**config.mk**
```make
export PLATFORM = sky130hd
export DESIGN_NAME = sync_fifo
export DESIGN_NICKNAME = d
export VERILOG_FILES = /design/src/rtl/sync_fifo_pkg.sv /design/src/rtl/sync_fifo_mem.sv /design/src/rtl/sync_fifo.sv
export SDC_FILE = /design/constraint.sdc
export NUM_CORES = 1
export LEC_CHECK = 0
export ABC_AREA = 1
export CORE_MARGIN = 2
export CORE_UTILIZATION = 45
export CTS_BUF_LIST = sky130_fd_sc_hd__clkbuf_8
export DETAILED_ROUTE_END_ITERATION = 10
export PLACE_DENSITY = 0.76
export RECOVER_POWER = 25
export SYNTH_ARGS = -nofsm -noshare
export SYNTH_HDL_FRONTEND = slang
export SYNTH_SLANG_ARGS = --single-unit
```
**constraint.sdc**
```tcl
create_clock -name CLK -period 7.3 [get_ports CLK]
set_input_delay 0.73 -clock CLK [delete_from_list [all_inputs] [get_ports CLK]]
set_output_delay 0.73 -clock CLK [all_outputs]
set_load 0.005 [all_outputs]
```
**src/rtl/sync_fifo_pkg.sv**
```systemverilog
// Shared defaults for the synchronous FIFO slice: word width, address width
// and the occupancy thresholds used for the almost-full/almost-empty flags.
package sync_fifo_pkg;

    localparam int DEF_DATA_WIDTH = 8;
    localparam int DEF_ADDR_WIDTH = 3;
    localparam int DEF_AEMPTY_THR = 1;

    // Almost-full defaults to one word short of full for any depth.
    function automatic int def_afull_thr(input int addr_width);
        return (1 << addr_width) - 1;
    endfunction

endpackage

```
**src/rtl/sync_fifo_mem.sv**
```systemverilog
// Storage for sync_fifo: MEM_DEPTH x DATA_WIDTH array with one write port
// and a registered read port. Only the read register is reset; the array
// itself is left uninitialised.
module sync_fifo_mem
    import sync_fifo_pkg::*;
#(
    parameter int DATA_WIDTH = DEF_DATA_WIDTH,
    parameter int ADDR_WIDTH = DEF_ADDR_WIDTH
) (
    input  logic                  clk,
    input  logic                  rst,
    input  logic                  wr_en,
    input  logic [ADDR_WIDTH-1:0] wr_addr,
    input  logic [DATA_WIDTH-1:0] wr_data,
    input  logic                  rd_en,
    input  logic [ADDR_WIDTH-1:0] rd_addr,
    output logic [DATA_WIDTH-1:0] rd_data
);

    localparam int MEM_DEPTH = 1 << ADDR_WIDTH;

    logic [DATA_WIDTH-1:0] mem [MEM_DEPTH];

    // Write port: store the word on an accepted write.
    always_ff @(posedge clk) begin
        if (wr_en) begin
            mem[wr_addr] <= wr_data;
        end
    end

    // Read port: load the addressed word on an accepted read, hold otherwise.
    always_ff @(posedge clk or posedge rst) begin
        if (rst) begin
            rd_data <= '0;
        end else if (rd_en) begin
            rd_data <= mem[rd_addr];
        end
    end

endmodule

```
**src/rtl/sync_fifo.sv**
```systemverilog
// Single-clock FIFO with occupancy count, almost-full/almost-empty flags and
// optional sticky overflow/underflow flags (enabled by defining
// SYNC_FIFO_ERR_EN; without it both flags are tied low and ERR_CLR is ignored).
//
// Handshake: a write is accepted on a rising edge when W_INC=1 and FULL=0; a
// read is accepted when R_INC=1 and EMPTY=0. Requests made against the
// opposing flag are dropped without side effects. Read data appears on
// RD_DATA one cycle after the accepted read and holds until the next one.
module sync_fifo
    import sync_fifo_pkg::*;
#(
    parameter int DATA_WIDTH = DEF_DATA_WIDTH,
    parameter int ADDR_WIDTH = DEF_ADDR_WIDTH,
    parameter int AFULL_THR  = def_afull_thr(ADDR_WIDTH),
    parameter int AEMPTY_THR = DEF_AEMPTY_THR
) (
    input  logic                  CLK,
    input  logic                  RST,
    input  logic                  W_INC,
    input  logic [DATA_WIDTH-1:0] WR_DATA,
    input  logic                  R_INC,
    input  logic                  ERR_CLR,
    output logic [DATA_WIDTH-1:0] RD_DATA,
    output logic                  FULL,
    output logic                  EMPTY,
    output logic                  ALMOST_FULL,
    output logic                  ALMOST_EMPTY,
    output logic [ADDR_WIDTH:0]   COUNT,
    output logic                  OVERFLOW,
    output logic                  UNDERFLOW
);

    localparam logic [ADDR_WIDTH:0] AFULL_LVL  = AFULL_THR[ADDR_WIDTH:0];
    localparam logic [ADDR_WIDTH:0] AEMPTY_LVL = AEMPTY_THR[ADDR_WIDTH:0];

    // One extra pointer bit distinguishes full from empty when the
    // address bits coincide.
    logic [ADDR_WIDTH:0] wr_ptr;
    logic [ADDR_WIDTH:0] rd_ptr;
    logic                wr_en;
    logic                rd_en;

    assign wr_en = W_INC & ~FULL;
    assign rd_en = R_INC & ~EMPTY;

    assign FULL         = (wr_ptr[ADDR_WIDTH] != rd_ptr[ADDR_WIDTH]) &&
                          (wr_ptr[ADDR_WIDTH-1:0] == rd_ptr[ADDR_WIDTH-1:0]);
    assign EMPTY        = (wr_ptr == rd_ptr);
    assign COUNT        = wr_ptr - rd_ptr;
    assign ALMOST_FULL  = (COUNT >= AFULL_LVL);
    assign ALMOST_EMPTY = (COUNT <= AEMPTY_LVL);

    // Pointer advance on accepted requests; wraps modulo 2*MEM_DEPTH.
    always_ff @(posedge CLK or posedge RST) begin
        if (RST) begin
            wr_ptr <= '0;
            rd_ptr <= '0;
        end else begin
            if (wr_en) wr_ptr <= wr_ptr + 1'b1;
            if (rd_en) rd_ptr <= rd_ptr + 1'b1;
        end
    end

    sync_fifo_mem #(
        .DATA_WIDTH (DATA_WIDTH),
        .ADDR_WIDTH (ADDR_WIDTH)
    ) u_mem (
        .clk     (CLK),
        .rst     (RST),
        .wr_en   (wr_en),
        .wr_addr (wr_ptr[ADDR_WIDTH-1:0]),
        .wr_data (WR_DATA),
        .rd_en   (rd_en),
        .rd_addr (rd_ptr[ADDR_WIDTH-1:0]),
        .rd_data (RD_DATA)
    );

`ifdef SYNC_FIFO_ERR_EN
    // Sticky error flags: a new error sets the flag even if ERR_CLR is high.
    always_ff @(posedge CLK or posedge RST) begin
        if (RST) begin
            OVERFLOW  <= 1'b0;
            UNDERFLOW <= 1'b0;
        end else begin
            if (W_INC && FULL)  OVERFLOW  <= 1'b1;
            else if (ERR_CLR)   OVERFLOW  <= 1'b0;
            if (R_INC && EMPTY) UNDERFLOW <= 1'b1;
            else if (ERR_CLR)   UNDERFLOW <= 1'b0;
        end
    end
`else
    // Error reporting compiled out: flags tied low, clear input has no load.
    logic err_clr_unused;
    assign err_clr_unused = ERR_CLR;
    assign OVERFLOW       = 1'b0;
    assign UNDERFLOW      = 1'b0;
`endif

endmodule

```
==> reports/results.ini <==
[logic_synthesis]
ys_seq_elements=80
syn_avg_cell_area_um2=10.20
syn_area_um2=3732
synth-seq-area-share_pct=62.22
syn_inst=366
synth_cell_types=26
yosys_warnings=0

[setup_path]
crit_path_max_fanout=36
crit_arrival_ns=3.17
reg2reg_depth=9
cp.required_ns=6.57
worstSetupPathType=flop to primary output
endpoint_kind=primary output
startpoint_type=flop

[routing]
postRouteAntennaNets=0
routed-wl-met3_um=597
routed.top_layer=met4
routed_wl_um=6987
routedLengthMet1_um=2830
wl_met2_um=3435
vias=2410
firstDrtPassIters=4
drtIter0Drc=201
drc_errors=0
wire_per_inst_um=13.95
viasPerCell=4.810

[sta]
post-route-period-util_pct=53.37
worst_slew_pin_slew_ns=1.220
hold_slack_ns=0.4942
final.setup.tns_ns=0
period_needed_ns=3.896
clock.fmax_mhz=256.7
slew_violations=0
maxSlewHeadroom_pct=18.68
hold_viol_final=0
grt_setup_unrepaired=false
setup_viol=0
setup_slack_ns=3.404
fin_skew_ns=0.008463

[finish]
mostFrequentLayoutCell=nand2_1
seqCellArea_um2=2322
area.growth.synth_to_final_pct=14.18
multiInputGateArea_um2=1076
finish.utilization_pct=52.39
num-fill-cells=646
mostFrequentLayoutCells=nand2_1 (110), edfxtp_1 (64), inv_1 (60), nand3_1 (43), clkdlybuf4s50_1 (21)
nets=410
diodes=0
drive_gt1_share_pct=12.12

[clocking]
numCtsBuffers=9
root_buffer=clkbuf_8
clkTransAtPathRegs_ns=0.08
ctsResizeCount=0
cts-hold-fix-buffers=0
numClockSinks=80
clockBufferDepth=2
cts_setup_buffers=0
clk_latency_ns=0.34
htree_levels=3
cts_tree=yes

[placed_design]
dp_hpwl_um=4348
place_congestion=0.7711
io_buffers=27
preCtsSetupSlack_ns=3.794

[global_routing]
grt_max_degree=37
track_usage_pct=17.14
grt_pass1_wl_um=11250
grt.overflow.total=0
grt_pass1_vias=2361
antenna_found_initial=0

[worst_hold_path]
hp-class=flop to flop
whs_path_depth=2

[die]
initial_core_util_pct=45.89
core_area_um2=8134
die_area_um2=9038
rows=33
die_w_um=95.07
die_y_um=95.07
io_pins=31

[job]
maxCapViolations=0

[pwr]
power_leakage_nw=1.884
irDropWorstVdd_mv=0.1638
power.total_mw=1.788
powerDensity_nw_per_um2=419.7

[run_status]
run_status=completed

-- state kept, by name, indices dropped and copies added (netlist names) --
name and count:
u_mem.rd_data 8, wr_ptr 4, u_mem.mem 64, rd_ptr 4
-- routing by layer --
metal / GRT usage [%] / vias to the layer above
met5: 0 / -
met4: 9.300 / 0
met3: 5.059 / 11
met2: 28.29 / 96
met1: 20.15 / 1097
li1: - / 1206
-- stage by stage --
stage          cell area (um^2)  instances
2_1_floorplan              3736        367
3_3_place_gp               4045        485
3_5_place_dp               4045        485
4_1_cts                    4262        501
5_1_grt                    4262        501
6_report                   4262        501
-- path summary, 6_finish.rpt --
path	from	end	slack [ns]
setup / recovery	rd_ptr[0]	ALMOST_EMPTY	3.40
hold / removal	u_mem.rd_data[0]	u_mem.rd_data[0]	0.49
hold reg to reg	u_mem.rd_data[0]	u_mem.rd_data[0]	0.49
min in group asynchronous	RST	wr_ptr[2]	0.75
max in group asynchronous	RST	u_mem.rd_data[6]	6.16
setup reg to reg	rd_ptr[1]	u_mem.mem[3][1]	4.00
-- synth_stat cells (all sizes together) --
| cell type | number | area, um^2 |
|---|---|---|
| a21oi | 1 | 5.000 |
| buf | 14 | 92.59 |
| conb | 1 | 3.750 |
| dfrtp | 16 | 400.4 |
| edfxtp | 64 | 1922 |
| fa | 1 | 20.02 |
| ha | 5 | 62.56 |
| inv | 64 | 245.2 |
| nand2 | 126 | 536.8 |
| nand3 | 52 | 305.3 |
| nand3b | 1 | 7.510 |
| nor2 | 10 | 45.04 |
| o21ai | 3 | 18.77 |
| or2 | 1 | 6.260 |
| xnor2 | 2 | 17.52 |
| xor2 | 5 | 43.79 |
-- critical path, stage by stage (launching register included) --
cell and delay (ns):
dfrtp_1 0.84, ha_1 0.48, fa_1 0.40, xnor2_1 0.20, or2_2 0.29, nor2_1 0.11, clkdlybuf4s50_1 0.50
-- cell families (layout without fill, tap and decap cells) --
kind of cell	count (synthesis)	after routing	share of synthesized area [%]
simple gates	190	190	24.14
compound gates	4	4	0.6369
buf+inv	78	107	9.051
flops	80	80	62.22
xor+xnor	7	7	1.643
other cells	1	2	0.1005
fa+ha+maj	6	6	2.213
-- final cells by class --
type	instances	area share, %
inverters	64	5.755
repair buffers	27	6.342
clock buffers	10	3.230
flip-flops and latches	80	54.49
well taps	105	3.083
clock inverters	6	1.850
multi-input cells	209	25.25
-- report_power, final --
group / internal (mW) / total (mW) / switching (mW)
Clock: 0.198 / 0.345 / 0.147
Combinational: 0.333 / 0.747 / 0.414
Sequential: 0.592 / 0.697 / 0.105
Total: 1.12 / 1.79 / 0.665
(Power assumes the default switching activity.)
